File: config.mk
export PLATFORM = sky130hd
export DESIGN_NAME = inst_prefetch_buffer
export DESIGN_NICKNAME = d
export VERILOG_FILES = /design/src/rtl/inst_prefetch_buffer_pkg.sv /design/src/rtl/inst_prefetch_buffer_fifo.sv /design/src/rtl/inst_prefetch_buffer.sv
export SDC_FILE = /design/constraint.sdc
export NUM_CORES = 1
export LEC_CHECK = 0
export CAP_MARGIN = 20
export CORE_MARGIN = 2
export CORE_UTILIZATION = 35
export CTS_BUF_LIST = sky130_fd_sc_hd__clkbuf_16
export CTS_CLUSTER_SIZE = 10
export DETAILED_ROUTE_END_ITERATION = 12
export PLACE_DENSITY = 0.6
export SKIP_LAST_GASP = 1
export SLEW_MARGIN = 20
export SYNTH_ARGS = -nofsm -noshare
export SYNTH_HDL_FRONTEND = slang
export SYNTH_SLANG_ARGS = --single-unit
File: constraint.sdc
create_clock -name i_clk -period 4.67 [get_ports i_clk]
set_input_delay 0.467 -clock i_clk [delete_from_list [all_inputs] [get_ports i_clk]]
set_output_delay 0.467 -clock i_clk [all_outputs]
set_load 0.02 [all_outputs]
File: src/rtl/inst_prefetch_buffer_pkg.sv
// Shared types and constants for the instruction prefetch buffer.
// Holds the default word width and the memory-side FSM encoding.
package inst_prefetch_buffer_pkg;

    localparam int IFB_XLEN = 32;

    typedef enum logic [1:0] {
        IFB_IDLE  = 2'd0,
        IFB_FETCH = 2'd1,
        IFB_DRAIN = 2'd2
    } ifb_state_e;

endpackage

File: src/rtl/inst_prefetch_buffer_fifo.sv
// Prefetch FIFO of {addr, inst} entries.
// Power-of-2 depth, wrapping pointers, single-cycle flush.
module inst_prefetch_buffer_fifo #(
    parameter int DEPTH = 4,
    parameter int WIDTH = 64
) (
    input  logic                     clk,
    input  logic                     rst,
    input  logic                     push,
    input  logic                     pop,
    input  logic                     flush,
    input  logic [WIDTH-1:0]         wdata,
    output logic [WIDTH-1:0]         head,
    output logic                     full,
    output logic                     empty,
    output logic [$clog2(DEPTH):0]   count
);

    localparam int AW = $clog2(DEPTH);

    logic [WIDTH-1:0] mem [DEPTH];
    logic [AW-1:0]    rd_ptr;
    logic [AW-1:0]    wr_ptr;

    always_ff @(posedge clk) begin
        if (rst || flush) begin
            rd_ptr <= '0;
            wr_ptr <= '0;
            count  <= '0;
        end else begin
            if (push)
                wr_ptr <= wr_ptr + 1'b1;
            if (pop)
                rd_ptr <= rd_ptr + 1'b1;
            unique case ({push, pop})
                2'b10:   count <= count + 1'b1;
                2'b01:   count <= count - 1'b1;
                default: ;
            endcase
        end
    end

    always_ff @(posedge clk) begin
        if (push)
            mem[wr_ptr] <= wdata;
    end

    assign head  = mem[rd_ptr];
    assign full  = (count == (AW+1)'(DEPTH));
    assign empty = (count == '0);

endmodule

File: src/rtl/inst_prefetch_buffer.sv
// Sequential instruction prefetch queue between CPU and program memory.
// PREFETCH_STATS_EN adds saturating hit/miss counter outputs.
module inst_prefetch_buffer
    import inst_prefetch_buffer_pkg::*;
#(
    parameter int              XLEN     = IFB_XLEN,
    parameter int              DEPTH    = 4,
    parameter logic [XLEN-1:0] RESET_PC = '0
) (
    input  logic            i_clk,
    input  logic            i_rst,
    input  logic            i_cpu_req,
    input  logic [XLEN-1:0] i_cpu_addr,
    output logic            o_cpu_ack,
    output logic [XLEN-1:0] o_cpu_inst,
    output logic            o_mem_req,
    output logic [XLEN-1:0] o_mem_addr,
    input  logic            i_mem_ack,
    input  logic [XLEN-1:0] i_mem_data
`ifdef PREFETCH_STATS_EN
    ,
    output logic [31:0]     o_hit_count,
    output logic [31:0]     o_miss_count
`endif
);

    localparam int CW = $clog2(DEPTH) + 1;

    ifb_state_e        state;
    logic [XLEN-1:0]   fetch_addr;
    logic [2*XLEN-1:0] head;
    logic [XLEN-1:0]   head_addr;
    logic [XLEN-1:0]   head_inst;
    logic              full;
    logic              empty;
    logic [CW-1:0]     count;
    logic              count_unused;
    logic              cpu_valid;
    logic              hit;
    logic              pending;
    logic              flush;
    logic              push;

    assign {head_addr, head_inst} = head;
    assign count_unused = ^count;

    assign cpu_valid = i_cpu_req && !o_cpu_ack;
    assign hit       = cpu_valid && !empty && (head_addr == i_cpu_addr);
    // Empty queue already heading for this PC: wait instead of flushing.
    assign pending   = empty &&
                       ((fetch_addr == i_cpu_addr) ||
                        (state == IFB_FETCH && o_mem_addr == i_cpu_addr));
    assign flush     = cpu_valid && !hit && !pending;
    assign push      = (state == IFB_FETCH) && i_mem_ack && !flush;

    inst_prefetch_buffer_fifo #(
        .DEPTH (DEPTH),
        .WIDTH (2*XLEN)
    ) u_fifo (
        .clk   (i_clk),
        .rst   (i_rst),
        .push  (push),
        .pop   (hit),
        .flush (flush),
        .wdata ({o_mem_addr, i_mem_data}),
        .head  (head),
        .full  (full),
        .empty (empty),
        .count (count)
    );

    always_ff @(posedge i_clk) begin
        if (i_rst) begin
            state      <= IFB_IDLE;
            fetch_addr <= RESET_PC;
            o_mem_req  <= 1'b0;
            o_mem_addr <= '0;
            o_cpu_ack  <= 1'b0;
            o_cpu_inst <= '0;
        end else begin
            o_cpu_ack <= hit;
            if (hit)
                o_cpu_inst <= head_inst;
            unique case (state)
                IFB_IDLE: begin
                    if (!full && !flush) begin
                        o_mem_req  <= 1'b1;
                        o_mem_addr <= fetch_addr;
                        state      <= IFB_FETCH;
                    end
                end
                IFB_FETCH: begin
                    if (i_mem_ack) begin
                        o_mem_req  <= 1'b0;
                        fetch_addr <= o_mem_addr + XLEN'(4);
                        state      <= IFB_IDLE;
                    end else if (flush) begin
                        state <= IFB_DRAIN;
                    end
                end
                IFB_DRAIN: begin
                    if (i_mem_ack) begin
                        o_mem_req <= 1'b0;
                        state     <= IFB_IDLE;
                    end
                end
                default: state <= IFB_IDLE;
            endcase
            // Redirect wins over the sequential increment.
            if (flush)
                fetch_addr <= {i_cpu_addr[XLEN-1:2], 2'b00};
        end
    end

`ifdef PREFETCH_STATS_EN
    logic req_flushed;

    always_ff @(posedge i_clk) begin
        if (i_rst) begin
            req_flushed  <= 1'b0;
            o_hit_count  <= '0;
            o_miss_count <= '0;
        end else begin
            if (flush) begin
                req_flushed <= 1'b1;
                if (o_miss_count != '1)
                    o_miss_count <= o_miss_count + 1'b1;
            end
            if (hit) begin
                req_flushed <= 1'b0;
                if (!req_flushed && o_hit_count != '1)
                    o_hit_count <= o_hit_count + 1'b1;
            end
        end
    end
`endif

endmodule

==> run metrics, run 1 <==
Critical Path Source Type flip-flop; effective utilization at floorplan 35.2%; number of buffers on the longest clock path 3; critical path capture point type flip-flop; max_slew headroom a little under two fifths; leading cell types by total area after synthesis edfxtp_1, dfxtp_1, mux2i_1; first-pass GRT wire length 62900 um; FF+latch area 0.00988 mm2; Post-Synth Simple-Gate Area 9.67%; P&R area growth vs syn 22.0%; dominant combinational cell family by area after synthesis multiplexers; number of enable flip-flop cells after synthesis 256; multiplexer area fraction after synthesis 15.0%; die footprint 0.0471 mm2; xor and xnor fraction of the mapped netlist area 6.89%; Max Clk Rate 243 MHz; Synth Area in Adders less than 1%; Placed Instance Area 0.0181 mm2; post-placement cell count 1870; most common flop cell mapped by yosys edfxtp_1; Power Dens Cells 364 mW/mm2; number of hold-repair buffers added at the cts stage 0; H-tree level count 2; initial antenna violation count 1; root cell of the clock tree clkbuf_16; filler cell count in the final layout 4131; TritonCTS buffer count 43; placement-stage worst setup slack 0.504 ns; data arrival at the endpoint of the critical path 4.54 ns; Num Clock Sinks about 370; later-pin clock latency in the skew report between 0.5 and 0.6 ns; unrepaired setup endpoints after global routing no; final period demand of the worst path 4.11 ns; count of port buffers added during placement about 130; number of distinct library cells after synthesis 55; Slew Limit Fails 0; per-instance average area after synthesis 13.6 um2; net total in the final layout 1394; HPWL after DPL 29000 um; count of endpoints failing hold in the final timing report 0; Total Routed Length 42400 um; vias post-DR 9898; sequential-to-total area share from yosys stat 62.1%; Vert. Die Dim 217 um; CTS tree yes; CTS resizes 0; Peak VDD IR 205 uV; global-route total usage across every layer 17.9%; Warnings, synthesis 0; worst setup slack after layout 0.556 ns; area share of the leading cell type in the synthesized netlist 48.4%; Multi-input gate area 0.00560 mm2; largest net degree at the start of global routing 68; fraction of layout cells with a size suffix above 1 12.1%; HP Class reg2reg; leftover overflow at the end of global routing 0; synthesized area 0.0159 mm2; total setup violations reported at the end of the flow 0; worst-margin pin slew 0.939 ns; Pwr Total roughly 7100 uW; number of post-CTS setup repair buffers 0; Post-DRT Antenna Nets 0; r2r worst-path depth 13; compound-gate portion of the synthesized area 2.58%; GP Congestion slightly below 1; share of async-settable or async-resettable flops after synthesis 0%; Worst Hold Depth 2; run status complete, no violations; boundary pin count approximately 130; sum of negative setup slack 0 ns; post-route fraction of the period consumed by the critical path 88.1%; via count of the first global-routing pass about 10000; worst reg-to-reg setup slack roughly 0.56 ns; routed len/inst 21.7 um; Std-Cell Rows 78; clock slew at the register clock pins of the worst setup and hold paths 0.06 ns; synthesis-stage register bit count 365; number of instances in the synthesized netlist 1165; Yosys top cell by area edfxtp_1; maximum clock skew at final layout 0.0110 ns; iteration count of the initial detailed-routing pass 5; total nets after synthesis 1244; required time at the endpoint of the critical path 5.10 ns; MaxCap Viol Count 0; DRC viols 0; Final Instance Area 0.0194 mm2; LEAKAGE between 0.006 and 0.007 uW; area inside the core boundary 0.0451 mm2; post-route insts no fill a little under 2000; number of vias per cell after detailed routing 5.07; largest fanout of any net on the critical path 21; number of DRC markers in iteration 0 between 700 and 800; horizontal die dimension 217 um; classification of the worst setup path reg2reg
==> power breakdown <==
part           switching, uW  internal [uW]  total, uW
sequential              44.9           3510       3550
clock                   1300           1700       3000
combinational            291            210        501
==> flip-flops by register name, indices dropped and copies added (netlist names), 2 cells and up, named ones only <==
name / count
u_fifo.rd_ptr: 2
state: 2
o_cpu_inst: 32
u_fifo.wr_ptr: 2
u_fifo.mem: 256
o_mem_addr: 32
u_fifo.count: 3
fetch_addr: 32
==> cell usage after synthesis (3+ instances only) <==
| library cell | n |
|---|---|
| or3_1 | 4 |
| buf_1 | 3 |
| a21oi_1 | 15 |
| nand2_1 | 122 |
| nand4_1 | 20 |
| or2_2 | 3 |
| ha_1 | 10 |
| or4_1 | 3 |
| edfxtp_1 | 256 |
| nor4_1 | 13 |
| mux4_2 | 50 |
| inv_1 | 14 |
| clkbuf_1 | 48 |
| buf_12 | 3 |
| nor3_1 | 11 |
| and3_1 | 10 |
| nand3_1 | 18 |
| mux2_2 | 3 |
| nor2_1 | 106 |
| o21ai_0 | 27 |
| o2bb2ai_1 | 3 |
| xnor2_1 | 75 |
| buf_2 | 5 |
| buf_4 | 9 |
| and2_1 | 4 |
| mux2i_1 | 122 |
| nand2b_1 | 6 |
| buf_6 | 5 |
| dfxtp_1 | 109 |
| xor2_1 | 50 |
| and4_1 | 5 |
==> kinds of logic after synthesis <==
logic type                 count (synthesis)
AOI/OAI and AO/OA                         66
xor gates and xnor gates                 125
adders and majority gates                 11
buffers and inverters                     87
DFF                                      365
muxes                                    175
and+or+nand+nor                          336
==> metal layers <==
layer	vias up	share of wire, %	track usage (%)
li1	4568	-	-
met5	-	0	0
met3	75	6.1	3.55
met2	290	46	28.1
met4	0	2.9	5.98
met1	4965	45	24.7
==> per-stage QoR <==
step	hold slack, ns	utilization [%]
final	0.486	43.0
after floorplan	0.462	-
after global routing	0.508	43.0
after CTS	0.493	43.0
after detailed placement	0.483	40.2
after global placement	0.474	40.2
==> path summary, 6_finish.rpt <==
kind / from / end
worst min-delay path: fetch_addr[26] / o_mem_addr[26]
worst min register to register: fetch_addr[26] / o_mem_addr[26]
worst max register to register: flip-flop / u_fifo.count[2]
worst max-delay path: flip-flop / u_fifo.count[2]
==> worst max-delay path, stage by stage (launching register included) <==
cell	delay, ns
dfxtp_4	0.62
mux4_2	0.57
xnor2_1	0.17
nand2_1	0.12
or4b_2	0.67
or4_1	0.50
nor3_1	0.20
ha_1	0.23
inv_1	0.06
fa_1	0.37
xor2_1	0.15
nor2_1	0.13
xnor2_1	0.13
nor2_1	0.05
==> final cells by class <==
cell class,count,area share (%)
flip-flops and latches,365,50.9
multi-input cells,713,28.9
diodes,1,0.0129
repair buffers,178,9.42
well taps,600,3.87
clock inverters,36,0.929
inverters,14,0.271
clock buffers,44,5.68
==> layout by cell type, fill, tap and decap left out, types with 32 or more instances in the layout <==
cell,count
edfxtp_1,256
mux2i_1,122
clkdlybuf4s50_1,132
xnor2_1,75
mux4_2,50
xor2_1,50
dfxtp_1,107
inv_1,44
buf_4,32
nor2_1,106
nand2_1,122
clkbuf_16,44
Power figures use the tool's default switching activity.
==> run 2: changes to the inputs <==
Settings changed: CORE_UTILIZATION 35 to 39, PLACE_DENSITY 0.6 to 0.65.
==> run 2 against run 1 <==
Sequential power hardly changed. Cell count is 3.9% lower. Power hardly changed. Largest cell class unchanged. Global-route usage is 1.9 points higher. Wire length is 1.8% lower. Count of clock-buffer cells in the layout stayed put. Combinational power hardly changed. Critical endpoint unchanged. Sequential cell count stayed put.
==> run metrics, run 2 (synthesis results as in run 1) <==
classification of the worst setup path reg2reg (unchanged); count of port buffers added during placement 133 (unchanged); HP Class in2reg (was reg2reg); global-route track usage on met2 31.6% (was 28.1%); sum of negative setup slack 0 ns (unchanged); Num Clock Sinks 365 (unchanged); TritonCTS buffer count 44 (was 43); later-pin clock latency in the skew report 0.56 ns (about the same); via count of the first global-routing pass 9776 (was 9713); data arrival at the endpoint of the critical path 4.65 ns (was 4.54 ns); total setup violations reported at the end of the flow 0 (unchanged); routed len/inst 22.2 um (was 21.7 um); first-pass GRT wire length 61900 um (was 62900 um); Slew Limit Fails 0 (unchanged); HPWL after DPL 27800 um (was 29000 um); Reg with most FFs u_fifo.mem (unchanged); Hold Path End fetch_addr[24] (was o_mem_addr[26]); Peak VDD IR 247 uV (was 205 uV); critical path's largest stage delay 0.66 ns (was 0.67 ns); Critical Path Source Type flip-flop (unchanged); unrepaired setup endpoints after global routing no (unchanged); Std-Cell Rows 73 (was 78); number of post-CTS setup repair buffers 0 (unchanged); worst-margin pin slew 0.985 ns (was 0.939 ns); iteration count of the initial detailed-routing pass 6 (was 5); GP Congestion 0.918 (was 0.974); net total in the final layout 1393 (was 1394); LEAKAGE 0.00643 uW (was 0.00647 uW); CTS resizes 0 (unchanged); met3 Resource Use GR 3.06% (was 3.55%); DRC viols 0 (unchanged); placement-stage worst setup slack 0.461 ns (was 0.504 ns); slowest cell on the critical path dfxtp_4 (was or4b_2); P&R area growth vs syn 21.0% (was 22.0%); cell-by-cell trace of the critical path mux4_2 -> xnor2_1 -> nand2_1 -> or4b_2 -> or4_1 -> nor3_1 -> ha_1 -> inv_1 -> fa_1 -> xor2_1 -> nor2_1 -> xnor2_1 -> nor2_1 (unchanged); Power Dens Cells 367 mW/mm2 (was 364 mW/mm2); vias post-DR 9870 (was 9898); maximum clock skew at final layout 0.0241 ns (was 0.0110 ns); CTS tree yes (unchanged); global-route total usage across every layer 19.7% (was 17.9%); MaxCap Viol Count 0 (unchanged); required time at the endpoint of the critical path 5.10 ns (about the same); Post-DRT Antenna Nets 0 (unchanged); clock slew at the register clock pins of the worst setup and hold paths 0.06 ns (about the same); r2r worst-path depth 13 (unchanged); number of flip-flops under the largest register name 256 (unchanged); global-route layer with the greatest usage met2 (unchanged); Vert. Die Dim 206 um (was 217 um); H-tree level count 2 (unchanged); number of DRC markers in iteration 0 770 (was 794); effective utilization at floorplan 39.7% (was 35.2%); leftover overflow at the end of global routing 0 (unchanged); horizontal die dimension 206 um (was 217 um); number of buffers on the longest clock path 3 (unchanged); initial antenna violation count 0 (was 1); Worst Hold Depth 2 (unchanged); boundary pin count 134 (unchanged); die footprint 0.0424 mm2 (was 0.0471 mm2); largest net degree at the start of global routing 67 (was 68); top library cells by usage in the layout, fill and taps aside edfxtp_1, clkdlybuf4s50_1, mux2i_1 (was edfxtp_1, clkdlybuf4s50_1, mux2i_1, nand2_1, dfxtp_1); largest fanout of any net on the critical path 22 (was 21); routing usage on met1 28.0% (was 24.7%); final period demand of the worst path 4.22 ns (was 4.11 ns); count of endpoints failing hold in the final timing report 0 (unchanged); worst reg-to-reg setup slack 0.45 ns (was 0.56 ns); antenna cells 0 (was 1); worst setup slack after layout 0.455 ns (was 0.556 ns); run status complete, no violations (unchanged); most common library cell in the layout ignoring fill and taps edfxtp_1 (unchanged); root cell of the clock tree clkbuf_16 (unchanged); Total Routed Length 41600 um (was 42400 um); post-route fraction of the period consumed by the critical path 90.3% (was 88.1%); number of vias per cell after detailed routing 5.26 (was 5.07); critical hold path startpoint i_rst (was fetch_addr[26]); fraction of layout cells with a size suffix above 1 12.1% (unchanged); critical path capture point type flip-flop (unchanged); max_slew headroom 34.4% (was 37.4%); Max Clk Rate 237 MHz (was 243 MHz); area inside the core boundary 0.0400 mm2 (was 0.0451 mm2); number of hold-repair buffers added at the cts stage 0 (unchanged); capture instance of the worst register-to-register path u_fifo.count[2] (unchanged)
[run 2: cell type report]
class                      count  area, um2
tap                          525        657
multi-input combinational    713       5600
inverter                      14       52.6
sequential                   365       9880
clock buffer                  44       1100
timing repair buffer         176       1740
fill                        3529      20800
clock inverter                38        200
[run 2: layer usage]
| metal | up-vias | share of wire (%) |
|---|---|---|
| met2 | 278 | 47 |
| li1 | 4562 | - |
| met1 | 4975 | 45 |
| met3 | 55 | 5.6 |
| met5 | - | 0 |
| met4 | 0 | 2.0 |
[run 2: metrics by stage]
stage,instance area (um2),total power [uW],instances,hold slack (ns),util (%)
2_1_floorplan,15900,3890,1165,0.462,-
3_3_place_gp,17900,4110,1793,0.475,44.8
3_5_place_dp,17900,4120,1793,0.478,44.8
4_1_cts,19200,7130,1875,0.287,48.1
5_1_grt,19200,7300,1875,0.301,48.1
6_report,19200,7060,1875,0.318,48.1
[run 2: worst max path at each step]
stage / from / endpoint / slack (ns)
5_1_grt: flip-flop / u_fifo.count[2] / 0.23
6_report: flip-flop / u_fifo.count[2] / 0.45
3_5_place_dp: flip-flop / u_fifo.count[2] / 0.46
2_1_floorplan: flip-flop / u_fifo.mem[1][0] / 0.03
3_3_place_gp: flip-flop / u_fifo.count[2] / 0.49
4_1_cts: flip-flop / u_fifo.count[2] / 0.46
[run 2: critical path, delay by kind of cell (launching register included)]
kind / cells / cell delay, ns
adders and majority gates: 2 / 0.61
and+or+nand+nor: 6 / 1.72
buffers and inverters: 1 / 0.06
DFF: 1 / 0.66
xor gates and xnor gates: 3 / 0.44
muxes: 1 / 0.58
[run 2: power by group]
part	total (uW)	internal, uW	switching (uW)
Combinational	501	207	294
Clock	3010	1720	1290
Sequential	3550	3510	41.3
Total	7060	5430	1630
==> run 3: changes to the inputs <==
Settings changed: CAP_MARGIN 20 to not set, GPL_ROUTABILITY_DRIVEN set to 0.
==> run 3 against run 2 <==
Maximum frequency up 0.76%. Power decreased by 0.83%. Global-route usage down 0.47 points. Register-to-register slack gained 0.03 ns. Largest cell class unchanged.
==> run metrics, run 3 (synthesis results as in run 1) <==
run status complete, no violations (unchanged); post-route fraction of the period consumed by the critical path 89.6% (was 90.3%); placement-stage worst setup slack 0.476 ns (was 0.461 ns); first-pass GRT wire length 60800 um (was 61900 um); fraction of layout cells with a size suffix above 1 12.0% (was 12.1%); largest net degree at the start of global routing 67 (unchanged); Power Dens Cells 365 mW/mm2 (was 367 mW/mm2); CTS tree yes (unchanged); HP Class in2reg (unchanged); total setup violations reported at the end of the flow 0 (unchanged); number of post-CTS setup repair buffers 0 (unchanged); global-route total usage across every layer 19.2% (was 19.7%); die footprint 0.0424 mm2 (unchanged); routed len/inst 21.8 um (was 22.2 um); unrepaired setup endpoints after global routing no (unchanged); number of buffers on the longest clock path 3 (unchanged); capture instance of the worst register-to-register path u_fifo.count[2] (unchanged); via count of the first global-routing pass 9652 (was 9776); required time at the endpoint of the critical path 5.10 ns (about the same); LEAKAGE 0.00642 uW (was 0.00643 uW); FF+latch area 0.00988 mm2 (unchanged); Total Routed Length 40900 um (was 41600 um); number of flip-flops under the largest register name 256 (unchanged); antenna cells 0 (unchanged); filler cell count in the final layout 3512 (was 3529); r2r worst-path depth 13 (unchanged); Hold Path End fetch_addr[24] (unchanged); MaxCap Viol Count 0 (unchanged); root cell of the clock tree clkbuf_16 (unchanged); Reg with most FFs u_fifo.mem (unchanged); Placed Instance Area 0.0179 mm2 (about the same); initial antenna violation count 0 (unchanged); sum of negative setup slack 0 ns (unchanged); effective utilization at floorplan 39.7% (unchanged); max_slew headroom 36.9% (was 34.4%); vias post-DR 9866 (was 9870); horizontal die dimension 206 um (unchanged); Std-Cell Rows 73 (unchanged); area inside the core boundary 0.0400 mm2 (unchanged); number of vias per cell after detailed routing 5.27 (was 5.26); leftover overflow at the end of global routing 0 (unchanged); CTS resizes 0 (unchanged); Slew Limit Fails 0 (unchanged); Critical Path Source Type flip-flop (unchanged); later-pin clock latency in the skew report 0.56 ns (about the same); data arrival at the endpoint of the critical path 4.61 ns (was 4.65 ns); worst reg-to-reg setup slack 0.49 ns (was 0.45 ns); classification of the worst setup path reg2reg (unchanged); Worst Hold Depth 2 (unchanged); Peak VDD IR 203 uV (was 247 uV); HPWL after DPL 27300 um (was 27800 um); most common library cell in the layout ignoring fill and taps edfxtp_1 (unchanged); TritonCTS buffer count 43 (was 44); boundary pin count 134 (unchanged); final period demand of the worst path 4.18 ns (was 4.22 ns); Multi-input gate area 0.00560 mm2 (about the same); top library cells by usage in the layout, fill and taps aside edfxtp_1, clkdlybuf4s50_1, mux2i_1, nand2_1, dfxtp_1 (was edfxtp_1, clkdlybuf4s50_1, mux2i_1); iteration count of the initial detailed-routing pass 5 (was 6); Final Instance Area 0.0192 mm2 (about the same); net total in the final layout 1394 (was 1393); Max Clk Rate 239 MHz (was 237 MHz); largest fanout of any net on the critical path 22 (unchanged); maximum clock skew at final layout 0.0204 ns (was 0.0241 ns); number of DRC markers in iteration 0 811 (was 770); worst setup slack after layout 0.486 ns (was 0.455 ns); P&R area growth vs syn 20.6% (was 21.0%); count of port buffers added during placement 133 (unchanged); Vert. Die Dim 206 um (unchanged); number of hold-repair buffers added at the cts stage 0 (unchanged); Post-DRT Antenna Nets 0 (unchanged); DRC viols 0 (unchanged); critical hold path startpoint i_rst (unchanged); clock slew at the register clock pins of the worst setup and hold paths 0.05 ns (was 0.06 ns); worst-margin pin slew 0.943 ns (was 0.985 ns); Num Clock Sinks 365 (unchanged); count of endpoints failing hold in the final timing report 0 (unchanged); critical path capture point type flip-flop (unchanged); H-tree level count 2 (unchanged)
run 3: cell types whose count changed in the layout (fill, tap and decap cells not counted):
| cell | previous run | this run |
|---|---|---|
| buf_12 | 7 | 5 |
| buf_4 | 36 | 40 |
| clkbuf_16 | 44 | 43 |
| clkinv_1 | 7 | 3 |
| clkinv_2 | 2 | 1 |
| inv_1 | 39 | 41 |
| inv_16 | 1 | 0 |
| inv_6 | 0 | 1 |
| nand2_1 | 121 | 122 |
| nand2_2 | 1 | 0 |
run 3: critical path: stages (launching register included):
cell     delay, ns
dfxtp_4       0.65
mux4_2        0.57
xnor2_1       0.16
nand2_1       0.12
or4b_2        0.66
or4_1         0.52
nor3_1        0.27
ha_1          0.24
inv_1         0.06
fa_1          0.37
xor2_1        0.15
nor2_1        0.11
xnor2_1       0.12
nor2_1        0.05
run 3: worst max path at each step:
| stage | from | end | slack [ns] | cells after the start |
|---|---|---|---|---|
| after floorplan | flip-flop | u_fifo.mem[1][0] | 0.03 | 11 |
| after global placement | flip-flop | u_fifo.count[2] | 0.44 | 13 |
| after detailed placement | flip-flop | u_fifo.count[2] | 0.48 | 13 |
| after CTS | flip-flop | u_fifo.count[2] | 0.43 | 13 |
| after global routing | flip-flop | u_fifo.count[2] | 0.18 | 13 |
| final | flip-flop | u_fifo.count[2] | 0.49 | 13 |
run 3: metrics by stage:
step                hold WS (ns)  std cells  util, %  total power [uW]
detailed placement         0.480       1795     44.8              4110
global placement           0.471       1795     44.8              4100
CTS                        0.355       1873     47.9              7060
finish                     0.380       1873     47.9              7000
global route               0.371       1873     47.9              7220
floorplan                  0.462       1165        -              3890
run 3: layer usage:
metal	part of all wire, %	global-route usage (%)
met3	6.1	3.89
met4	2.4	5.89
met2	46	30.1
met5	0	0
met1	45	27.1
run 3: cell type report:
cell class	count	share of cell area, %
sequential	365	51.5
multi-input combinational	713	29.2
timing repair buffer	178	9.01
clock buffer	43	5.61
tap	525	3.43
clock inverter	35	0.920
inverter	14	0.274
run 3: report_power, final:
group,leakage [uW],internal [uW],switching [uW]
sequential,0.00326,3510,44.4
combinational,0.00244,207,287
clock,0.000710,1670,1280
total,0.00642,5380,1620
